## src/rtl/prog_sync_delay.sv

```systemverilog
// Programmable-latency delay line: every input sample reappears exactly cur_delay
// cycles later, with outputs held at zero until the line has refilled after reset or a load.
module prog_sync_delay #(
  parameter int DATA_WIDTH    = 32,
  parameter int MAX_DELAY     = 16,
  parameter int DEFAULT_DELAY = 1,
  localparam int DLY_W        = $clog2(MAX_DELAY + 1)
) (
  input  logic                  clk,
  input  logic                  rst,
  input  logic [DATA_WIDTH-1:0] din,
  input  logic                  din_valid,
  input  logic [DLY_W-1:0]      delay,
  input  logic                  load_delay,
  output logic [DATA_WIDTH-1:0] dout,
  output logic                  dout_valid,
  output logic                  primed,
  output logic [DLY_W-1:0]      cur_delay
);

  localparam int PTR_W = (MAX_DELAY > 1) ? $clog2(MAX_DELAY) : 1;
  localparam int DEF_CLAMPED = (DEFAULT_DELAY < 1) ? 1 :
                               (DEFAULT_DELAY > MAX_DELAY) ? MAX_DELAY : DEFAULT_DELAY;
  localparam logic [DLY_W-1:0] DEF_DLY = DLY_W'(DEF_CLAMPED);

  function automatic logic [DLY_W-1:0] clamp_delay(input logic [DLY_W-1:0] d);
    if (d == '0)                  return DLY_W'(1);
    else if (int'(d) > MAX_DELAY) return DLY_W'(MAX_DELAY);
    else                          return d;
  endfunction

  logic [DATA_WIDTH:0] mem [MAX_DELAY];
  logic [PTR_W-1:0]    wp;
  logic [PTR_W-1:0]    rd_ptr;
  logic [DLY_W-1:0]    fill;
  logic [DATA_WIDTH:0] rd_word;
  int                  rd_diff;

  // Sample k lives D slots behind the write pointer at edge k+D; when D equals
  // MAX_DELAY the read slot is the one being overwritten, so the old word is read.
  always_comb begin
    rd_diff = int'(wp) - int'(cur_delay);
    rd_ptr  = '0;
    if (rd_diff < 0) rd_ptr = PTR_W'(rd_diff + MAX_DELAY);
    else             rd_ptr = PTR_W'(rd_diff);
  end

  assign rd_word = mem[rd_ptr];

  // NOTE: the sample memory has no reset; stale contents are never visible because
  // the outputs stay gated until the fill counter has seen cur_delay fresh samples.
  always_ff @(posedge clk) begin
    if (!rst) mem[wp] <= {din_valid, din};
  end

  // NOTE: all sequential state uses non-blocking assignments so every register
  // samples pre-edge values, independent of statement order.
  always_ff @(posedge clk or posedge rst) begin
    if (rst) begin
      wp <= '0;
    end else if (wp == PTR_W'(MAX_DELAY - 1)) begin
      wp <= '0;
    end else begin
      wp <= wp + PTR_W'(1);
    end
  end

  // fill counts samples held in the current regime; the load edge's own sample is the first.
  always_ff @(posedge clk or posedge rst) begin
    if (rst) begin
      cur_delay  <= DEF_DLY;
      fill       <= '0;
      primed     <= 1'b0;
      dout       <= '0;
      dout_valid <= 1'b0;
    end else if (load_delay) begin
      cur_delay  <= clamp_delay(delay);
      fill       <= DLY_W'(1);
      primed     <= 1'b0;
      dout       <= '0;
      dout_valid <= 1'b0;
    end else begin
      if (fill != cur_delay) fill <= fill + DLY_W'(1);
      if (fill == cur_delay) begin
        primed     <= 1'b1;
        dout       <= rd_word[DATA_WIDTH-1:0];
        dout_valid <= rd_word[DATA_WIDTH];
      end else begin
        primed     <= 1'b0;
        dout       <= '0;
        dout_valid <= 1'b0;
      end
    end
  end

endmodule

```

## config.mk

```make
export PLATFORM = sky130hd
export DESIGN_NAME = prog_sync_delay
export DESIGN_NICKNAME = d
export VERILOG_FILES = /design/src/rtl/prog_sync_delay.sv
export SDC_FILE = /design/constraint.sdc
export NUM_CORES = 1
export LEC_CHECK = 0
export ABC_AREA = 1
export CORE_MARGIN = 2
export CORE_UTILIZATION = 35
export DETAILED_ROUTE_END_ITERATION = 12
export PLACE_DENSITY_LB_ADDON = 0.12
export SLEW_MARGIN = 5
export SYNTH_ARGS = -nofsm -noshare
export SYNTH_HDL_FRONTEND = slang
export SYNTH_SLANG_ARGS = --single-unit
```

## constraint.sdc

```tcl
create_clock -name clk -period 4.7 [get_ports clk]
set_input_delay 0.94 -clock clk [delete_from_list [all_inputs] [get_ports clk]]
set_output_delay 0.94 -clock clk [all_outputs]
set_load 0.03 [all_outputs]
```

# Yosys cells after proc, flatten, opt, wreduce, memory -nomap -nowiden
# Memory sizes are Yosys's and may differ from the RTL's.
# Index checks and enable logic that the tools add are counted.
dict set report totals {
  reg_bits 48
  ramBits 528
  inputBits 41
  out_inout_bits 39
  wordCells 31
  mem_count 1
}
dict set report op_classes {
  n_addsub 4
  n_lt_le_gt_ge 2
  eq_ne 3
  muxes 13
  n_reduce_logical 2
}
# name depth word_bits rd rd_ports_with_merged_regs write_ports line
set memory_table {}
lappend memory_table {mem 16 33 1 0 1 32} ;# logic [DATA_WIDTH:0] mem [MAX_DELAY];
# op count
set ops {}
lappend ops {{32-bit 2-to-1 mux} 2}
lappend ops {{5-bit 2-to-1 mux} 4}
lappend ops {{4-bit by 1-bit adder with 4-bit output, second input constant} 2}
lappend ops {{4-bit 2-to-1 mux} 2}
lappend ops {{6-bit by 1-bit < comparator with 1-bit output, second input constant} 1}
lappend ops {{4-bit by 5-bit subtractor with 6-bit output} 1}
lappend ops {{5-bit by 1-bit adder with 5-bit output, second input constant} 1}
lappend ops {{5-bit equality test} 1}
lappend ops {{5-bit greater-than comparator, second input constant} 1}
lappend ops {{5-bit zero test} 1}
lappend ops {{1-bit 2-to-1 mux} 5}
lappend ops {{5-bit inequality test} 1}
lappend ops {{4-bit equality test, second input constant} 1}
lappend ops {{2-bit nonzero test} 1}

# Logic depth before layout (Yosys ltp)
# Gate-level depths: netlist of run 1.
# An unclocked memory read counts as a cell.
dict set report logic_depth {
  ltp_word 6
  ltp_mapped 15
  mapped_depth_nobuf 12
}

# Worst setup path after synthesis of run 1
# Ideal clock, no wire load.
dict set report synth_path {
  kind {input to register}
  from {in rst}
  to {mem mem[0][0] (netlist name), enable pin}
  arrival_ns 3.747
  required_ns 4.277
  setup_slack_ns 0.529
  stages 3
  cell_sequence {inv_1 nand2_1 nor2_1}
}
dict set report synth_between {
  elab_chain_len 1
}
# item line
set synth_lines {}
lappend synth_lines {{start, declared} 10} ;# input logic rst,
lappend synth_lines {{1-bit 2-to-1 mux (implied by the code)} 53} ;# if (!rst) mem[wp] <= {din_valid, din};
lappend synth_lines {{end, declared} 32}
# No other way between the ends.

# Final worst setup path of run 1
dict set report layout_path {
  from {reg wp[0]}
  to {reg dout[20]}
}
dict set report layout_between {
  elab_chain_len 6
}
# item line
set layout_lines {}
lappend layout_lines {{start, declared} 33} ;# logic [PTR_W-1:0] wp;
lappend layout_lines {{start signal, assigned} 64} ;# wp <= wp + PTR_W'(1);
lappend layout_lines {{4-bit by 5-bit subtractor with 6-bit output *} 42} ;# rd_diff = int'(wp) - int'(cur_delay);
lappend layout_lines {{6-bit by 1-bit < comparator with 1-bit output or 4-bit by 1-bit adder with 4-bit output (tied branches)} 44} ;# if (rd_diff < 0) rd_ptr = PTR_W'(rd_diff + MAX_DELAY);
lappend layout_lines {{4-bit 2-to-1 mux *} 44}
lappend layout_lines {{memory 16 x 33 bit *} -}
lappend layout_lines {{32-bit 2-to-1 mux *} 84} ;# if (fill == cur_delay) begin
lappend layout_lines {{32-bit 2-to-1 mux *} 76} ;# end else if (load_delay) begin
lappend layout_lines {{end signal, assigned} 86} ;# dout <= rd_word[DATA_WIDTH-1:0];
lappend layout_lines {{end, declared} 15} ;# output logic [DATA_WIDTH-1:0] dout,
# Every way passes the cells marked *; elsewhere a longest branch is shown, timed or not.
# A chain may end at the register's enable or synchronous reset.

==> results of run 1 <==
-- cells by family after synthesis --
kind of cell | share of synthesized area [%]
AND/OR/NAND/NOR | 21.8
flip-flops | 73.4
buffers and inverters | 3.04
AO/OA/AOI/OAI | 1.00
adder cells (fa/ha/maj) | 0.517
XOR/XNOR | 0.258
-- power by group through the flow --
stage	Sequential [uW]	Combinational, uW	Clock [uW]
after floorplan	5800	667	0
after global placement	5770	1170	0
after detailed placement	5770	1160	0
after CTS	5670	1170	4740
after global routing	5670	1280	4930
final	5670	1160	4630
-- flip-flops by register name (all words and copies together) (netlist names) --
name        count
fill            5
dout           32
primed          1
mem           528
wp              4
cur_delay       5
dout_valid      1
-- cells in the mapped netlist --
cell and number:
a21oi_1 35, a31oi_1 1, buf_1 1, buf_2 87, buf_4 2, buf_6 9
clkbuf_1 13, clkinv_4 1, dfrtp_1 47, dfstp_2 1, edfxtp_1 528, fa_1 1
ha_1 8, inv_1 20, inv_2 5, nand2_1 922, nand3_1 269, nand3_4 1
nor2_1 60, nor2_2 1, nor3_1 1, nor3_2 1, o21ai_0 4, o22ai_1 5
xnor2_1 2, xnor2_2 1, xor2_1 3
-- area by class of cell --
type                            count  area (um2)  area share [%]
Multi-Input combinational cell   1315        5640            20.9
Clock buffer                       94        1730            6.42
Tap cell                          864        1080            4.01
Clock inverter                     22         188           0.696
Timing Repair Buffer              115        1140            4.22
Inverter                           26         118           0.436
Sequential cell                   576       17100            63.3
-- per-stage QoR --
stage               hold slack (ns)  setup slack, ns
finish                        0.577             1.41
global route                  0.625             1.18
CTS                           0.583             1.42
detailed placement            0.570             1.20
global placement              0.547             1.29
floorplan                     0.519            0.529
-- final timing paths --
check,cells past startpoint,end,start
setup / recovery,11,dout[20]$_DFF_PP0_,wp[0]$_DFF_PP0_
hold / removal,2,cur_delay[4]$_DFFE_PP0P_,cur_delay[4]$_DFFE_PP0P_
setup reg to reg,11,dout[20]$_DFF_PP0_,wp[0]$_DFF_PP0_
hold reg to reg,2,cur_delay[4]$_DFFE_PP0P_,cur_delay[4]$_DFFE_PP0P_
max in group asynchronous,3,dout[10]$_DFF_PP0_,rst
min in group asynchronous,2,dout[1]$_DFF_PP0_,rst
-- worst max-delay path: stages (launching register included) --
cell     delay, ns
dfrtp_1       0.41
inv_1         0.19
ha_4          0.15
inv_1         0.05
fa_4          0.91
inv_4         0.18
buf_12        0.37
nand3_1       0.17
nand2_1       0.11
nand2_1       0.05
a21oi_1       0.36
nor2_1        0.13
-- per-layer routing --
metal | global-route usage, % | wire (um) | vias to the layer above
li1 | - | - | 7030
met1 | 29.7 | 31800 | 7574
met2 | 29.1 | 29100 | 423
met3 | 3.61 | 4310 | 73
met4 | 3.65 | 915 | 0
met5 | 0 | 0 | -
==> results by group, run 1 <==
Power
  – Final Total Pwr: 11500 uW
  – Combinational share of power: 10.1%
  – Net Switching: 2860 uW
  – Power per cell area: 425 mW/mm2
  – Internal Power: 8600 uW
  – Part of the total power dissipated in sequential elements: 49.5%
  – Proportion of power drawn by the clock network: 40.4%
  – Peak VDD IR: 302 uV
  – Switching share of power: 24.9%
  – Leakage power summed over all cells: 0.0101 uW

Worst setup path
  – R2r setup slk: 1.41 ns
  – Arrival @ worst endpoint: 3.77 ns
  – CP required: 5.18 ns
  – Critical Setup Path Class: reg -> reg
  – Sort of element at the start of the critical path: register
  – Largest driver fanout on the critical path: 73
  – Category of the worst setup path capture point: register

STA
  – Fmax: 304 MHz
  – Time the final worst path needs with I/O delays and setup: 3.29 ns
  – Setup total negative slack: 0 ns
  – Count of pins over their slew limit: 0
  – RSZ-0062 raised after global routing: no
  – Final Hold Fails: 0
  – Slew HR: 27.7%
  – Clock Skews: 0.0206 ns
  – Final period util: 70.0%
  – Worst Tran Pin Value: 1.08 ns
  – Final Setup Violations: 0

GRT
  – Global-route wire length before repair: 97800 um
  – Antenna violations before repair: 4
  – All-Layer GR Usage: 19.5%
  – Pin count of the biggest net entering global routing: 154
  – Grt total ovfl: 0
  – Via count of the first global-routing pass: 14500

Yosys
  – Sequential cell area fraction in the yosys report: 73.4%
  – Top area cells in the synthesized netlist: edfxtp_1 68%, nand2_1 15%, nand3_1 5.8%
  – Net count after synthesis: 2079
  – Yosys top cell area share: 68.2%
  – Mapped Avg Cell Area: 11.5 um2
  – Register bit count reported by yosys: 576
  – Cell taking the most area after synthesis: edfxtp_1
  – Number of distinct library cells after synthesis: 27
  – Warnings, synthesis: 0
  – Number of standard cells after synthesis: 2029
  – Netlist Area Pre-Place: 0.0232 mm2

Route
  – Drt first pass iters: 7
  – Drt initial violations: 1624
  – Drt via density: 5.01
  – Via count: 15100
  – Count of antenna-violating nets left after detailed routing: 0
  – Routed wirelength normalized by instance count: 22.0 um
  – Detailed-route wire length: 66100 um
  – Number of remaining DRC errors: 0

Finish
  – Inserted Diodes: 0
  – Fin area: 0.0269 mm2
  – Fraction of layout instances using a drive strength above 1: 7.22%
  – Final std cells w/o fill: 3012
  – Final net count: 2145
  – Utilization of the core after routing: 41.0%
  – Number of filler instances in the final layout: 6210
  – Most common cell after layout, fill and taps aside: nand2_1
  – Area overhead of the layout relative to synthesis: 15.9%
  – Commonest cells after routing, fill and taps aside: 921 x nand2_1, 528 x edfxtp_1, 269 x nand3_1

Clock tree
  – Number of gates resized after cts: 0
  – Post-CTS setup buffers: 0
  – Clock latency reported for the late side of the worst-skew pair: 0.63 ns
  – Inserted Clock Buffers: 61
  – Buffers from clock root to sink, at most: 3
  – Clock slew at reported path FFs: 0.06 ns
  – Number of levels in the clock H-tree: 2
  – CTS Hold Bufs: 0
  – Buffer cell driving the clock tree root: clkbuf_16
  – CTS Sinks: 576
  – CTS tree: yes

Floorplan
  – Initial core utilization: 35.4%
  – I/O pin cnt: 80
  – Core Box Area: 0.0657 mm2
  – Die height: 262 um
  – Floorplan die area: 0.0685 mm2
  – Number of standard-cell rows in the floorplan: 94
  – Horizontal die dimension: 262 um

Placed design
  – Final HPWL from detailed placement: 37100 um
  – Post-Place Cells: 2896
  – Final weighted congestion in routability-driven placement: 0.778
  – Post-detailed-placement cell area: 0.0250 mm2
  – Buffers added on ports: 79

Hold path
  – Class of the worst hold path: reg -> reg

Status
  – Status: finished, final reports clean

Job
  – # Max-Cap Violations: 0
Power figures use the tool's default switching activity.
==> run 2: changes to the inputs <==
==> constraint.sdc (replaced) <==
create_clock -name clk -period 2.9 [get_ports clk]
set_input_delay 0.58 -clock clk [delete_from_list [all_inputs] [get_ports clk]]
set_output_delay 0.58 -clock clk [all_outputs]
set_load 0.03 [all_outputs]
==> results by group, run 2 (synthesis gave the netlist of run 1 again) <==
STA
  – Final period util: 92.4% (+22 points)
  – Final Hold Fails: 0 (unchanged)
  – Slew HR: 55.5% (+28 points)
  – Time the final worst path needs with I/O delays and setup: 2.68 ns (-0.607 ns)
  – Fmax: 373 MHz (+23%)
  – Count of pins over their slew limit: 0 (unchanged)
  – Final Setup Violations: 0 (unchanged)
  – Minimum setup slack in the final design: 0.219 ns (-1.19 ns)
  – Hold WS: 0.274 ns (-0.304 ns)
  – Clock Skews: 0.0149 ns (-0.00567 ns)
  – Worst Tran Pin Value: 0.665 ns (-0.420 ns)
  – Setup total negative slack: 0 ns (unchanged)
  – RSZ-0062 raised after global routing: no

Clock tree
  – CTS tree: yes
  – Number of gates resized after cts: 0 (unchanged)
  – Inserted Clock Buffers: 66 (+8.2%)
  – Post-CTS setup buffers: 0 (unchanged)
  – CTS Sinks: 576 (unchanged)
  – Clock latency reported for the late side of the worst-skew pair: 0.60 ns (-0.03 ns)
  – Clock slew at reported path FFs: 0.06 ns (about the same)
  – CTS Hold Bufs: 0 (unchanged)
  – Buffers from clock root to sink, at most: 3 (unchanged)
  – Buffer cell driving the clock tree root: clkbuf_16
  – Number of levels in the clock H-tree: 3 (+1)

Finish
  – Area overhead of the layout relative to synthesis: 18.9%
  – Register containing the most flip-flops in the final layout: mem
  – Inserted Diodes: 0 (unchanged)
  – Registers with the highest flip-flop counts: mem x528, dout x32
  – Final net count: 2181 (+1.7%)
  – Fin area: 0.0276 mm2 (+2.5%)
  – Most common cell after layout, fill and taps aside: nand2_1
  – Largest register FFs: 528 (unchanged)
  – Fraction of layout instances using a drive strength above 1: 8.57% (+1.4 points)
  – Commonest cells after routing, fill and taps aside: 921 x nand2_1, 528 x edfxtp_1, 269 x nand3_1
  – Utilization of the core after routing: 42.0% (+1.0 points)

Power
  – Power per cell area: 684 mW/mm2 (+61%)
  – Net Switching: 4560 uW (+60%)
  – Peak VDD IR: 364 uV (+20%)
  – Proportion of power drawn by the clock network: 41.8% (+1.4 points)
  – Switching share of power: 24.1% (-0.82 points)
  – Leakage power summed over all cells: 0.0104 uW (+3.1%)
  – Internal Power: 14300 uW (+67%)
  – Part of the total power dissipated in sequential elements: 48.6% (-0.9 points)
  – Combinational share of power: 9.6% (-0.5 points)

Worst setup path
  – Category of the worst setup path capture point: register
  – Largest driver fanout on the critical path: 25 (-66%)
  – Arrival @ worst endpoint: 3.16 ns (-0.61 ns)
  – R2r setup slk: 0.22 ns (-1.19 ns)
  – Beginning of the worst register-to-register path: wp[0]$_DFF_PP0_
  – Critical Setup Path Class: reg -> reg
  – End of the worst register-to-register path: dout[1]$_DFF_PP0_
  – CP required: 3.38 ns (-1.80 ns)
  – R2R depth: 11 (unchanged)
  – Sort of element at the start of the critical path: register

Floorplan
  – Core Box Area: 0.0657 mm2 (unchanged)
  – I/O pin cnt: 80 (unchanged)
  – Floorplan die area: 0.0685 mm2 (unchanged)
  – Die height: 262 um (unchanged)
  – Initial core utilization: 35.4% (unchanged)
  – Number of standard-cell rows in the floorplan: 94 (unchanged)
  – Horizontal die dimension: 262 um (unchanged)

GRT
  – Grt total ovfl: 0 (unchanged)
  – Pin count of the biggest net entering global routing: 114 (-26%)
  – Global-route wire length before repair: 95700 um (-2.1%)
  – Antenna violations before repair: 1 (-3)
  – Via count of the first global-routing pass: 14800 (+2.4%)
  – All-Layer GR Usage: 18.9% (-0.58 points)

Placed design
  – Dpl ws: 0.208 ns (-0.987 ns)
  – Final weighted congestion in routability-driven placement: 0.788 (+1.3%)
  – Post-detailed-placement cell area: 0.0256 mm2 (+2.2%)
  – Final HPWL from detailed placement: 33800 um (-9.0%)
  – Buffers added on ports: 79 (unchanged)

Route
  – Count of antenna-violating nets left after detailed routing: 0 (unchanged)
  – Via count: 14900 (-1.1%)
  – Drt first pass iters: 5 (-2)
  – Number of remaining DRC errors: 0 (unchanged)
  – Detailed-route wire length: 63800 um (-3.5%)
  – Routed wirelength normalized by instance count: 21.0 um (-4.5%)
  – Drt via density: 4.90 (-2.2%)
  – Drt initial violations: 1016 (-37%)

Hold path
  – Class of the worst hold path: in -> async

Job
  – # Max-Cap Violations: 0 (unchanged)

Status
  – Status: finished, final reports clean
run 2: cell types whose count changed in the layout (fill, tap and decap cells not counted), moves of 2 or more:
cell / previous run / this run
clkbuf_16: 61 / 71
clkinv_1: 3 / 11
clkinv_8: 3 / 0
clkbuf_1: 25 / 18
buf_12: 6 / 32
bufinv_16: 2 / 0
buf_4: 30 / 35
clkinv_2: 12 / 8
run 2: layout make-up:
type	instances	area, um2
clock buffer	96	1940
clock inverter	22	106
fill	6121	38100
inverter	26	116
multi-input combinational	1315	5640
sequential	576	17100
tap	864	1080
timing repair buffer	146	1690
run 2: per-stage QoR:
step / power (uW) / instances
final: 18900 / 3045
after global routing: 19600 / 3045
after CTS: 19200 / 3045
after detailed placement: 11200 / 2927
after global placement: 11200 / 2927
after floorplan: 10500 / 2029
run 2: power by group through the flow:
stage                     registers, uW  logic [uW]  clock network, uW
after floorplan                    9400        1080                  0
after global placement             9350        1840                  0
after detailed placement           9350        1840                  0
after CTS                          9180        1850               8120
after global routing               9180        2040               8420
final                              9180        1820               7910
run 2: worst max path at each step:
stage / start / depth (start not counted) / endpoint
global placement: cur_delay[0]$_DFFE_PP1P_ / 10 / dout[1]$_DFF_PP0_
finish: wp[0]$_DFF_PP0_ / 11 / dout[1]$_DFF_PP0_
global route: wp[0]$_DFF_PP0_ / 13 / dout[10]$_DFF_PP0_
CTS: wp[0]$_DFF_PP0_ / 11 / dout[1]$_DFF_PP0_
floorplan: rst / 3 / mem[0][0]$_DFFE_PP_
detailed placement: wp[0]$_DFF_PP0_ / 11 / dout[1]$_DFF_PP0_
run 2: per-layer routing:
| metal | global-route usage [%] | wire [um] | vias up | share of wire [%] |
|---|---|---|---|---|
| met3 | 2.97 | 2760 | 90 | 4.3 |
| li1 | - | - | 7105 | - |
| met4 | 5.70 | 1250 | 2 | 2.0 |
| met2 | 30.9 | 30500 | 318 | 48 |
| met1 | 26.0 | 29300 | 7419 | 46 |
| met5 | 0 | 13 | - | 0.020 |
run 2: critical path, cell delays in order, from the launching register on:
cell     delay, ns
dfrtp_1       0.41
inv_1         0.18
ha_4          0.15
inv_1         0.05
fa_4          0.82
buf_12        0.21
buf_12        0.21
nand3_1       0.09
nand2_1       0.06
nand2_1       0.05
a21oi_1       0.22
nor2_1        0.08
==> run 3: changes to the inputs <==
--- a/config.mk
+++ b/config.mk
@@ -6,6 +6,7 @@
 export NUM_CORES = 1
 export LEC_CHECK = 0
 export ABC_AREA = 1
+export ABC_CLOCK_PERIOD_IN_PS = 2900
 export CORE_MARGIN = 2
 export CORE_UTILIZATION = 35
 export DETAILED_ROUTE_END_ITERATION = 12
==> results of run 3 <==
The final DEF is identical to that of run 2; final timing and power are the same.
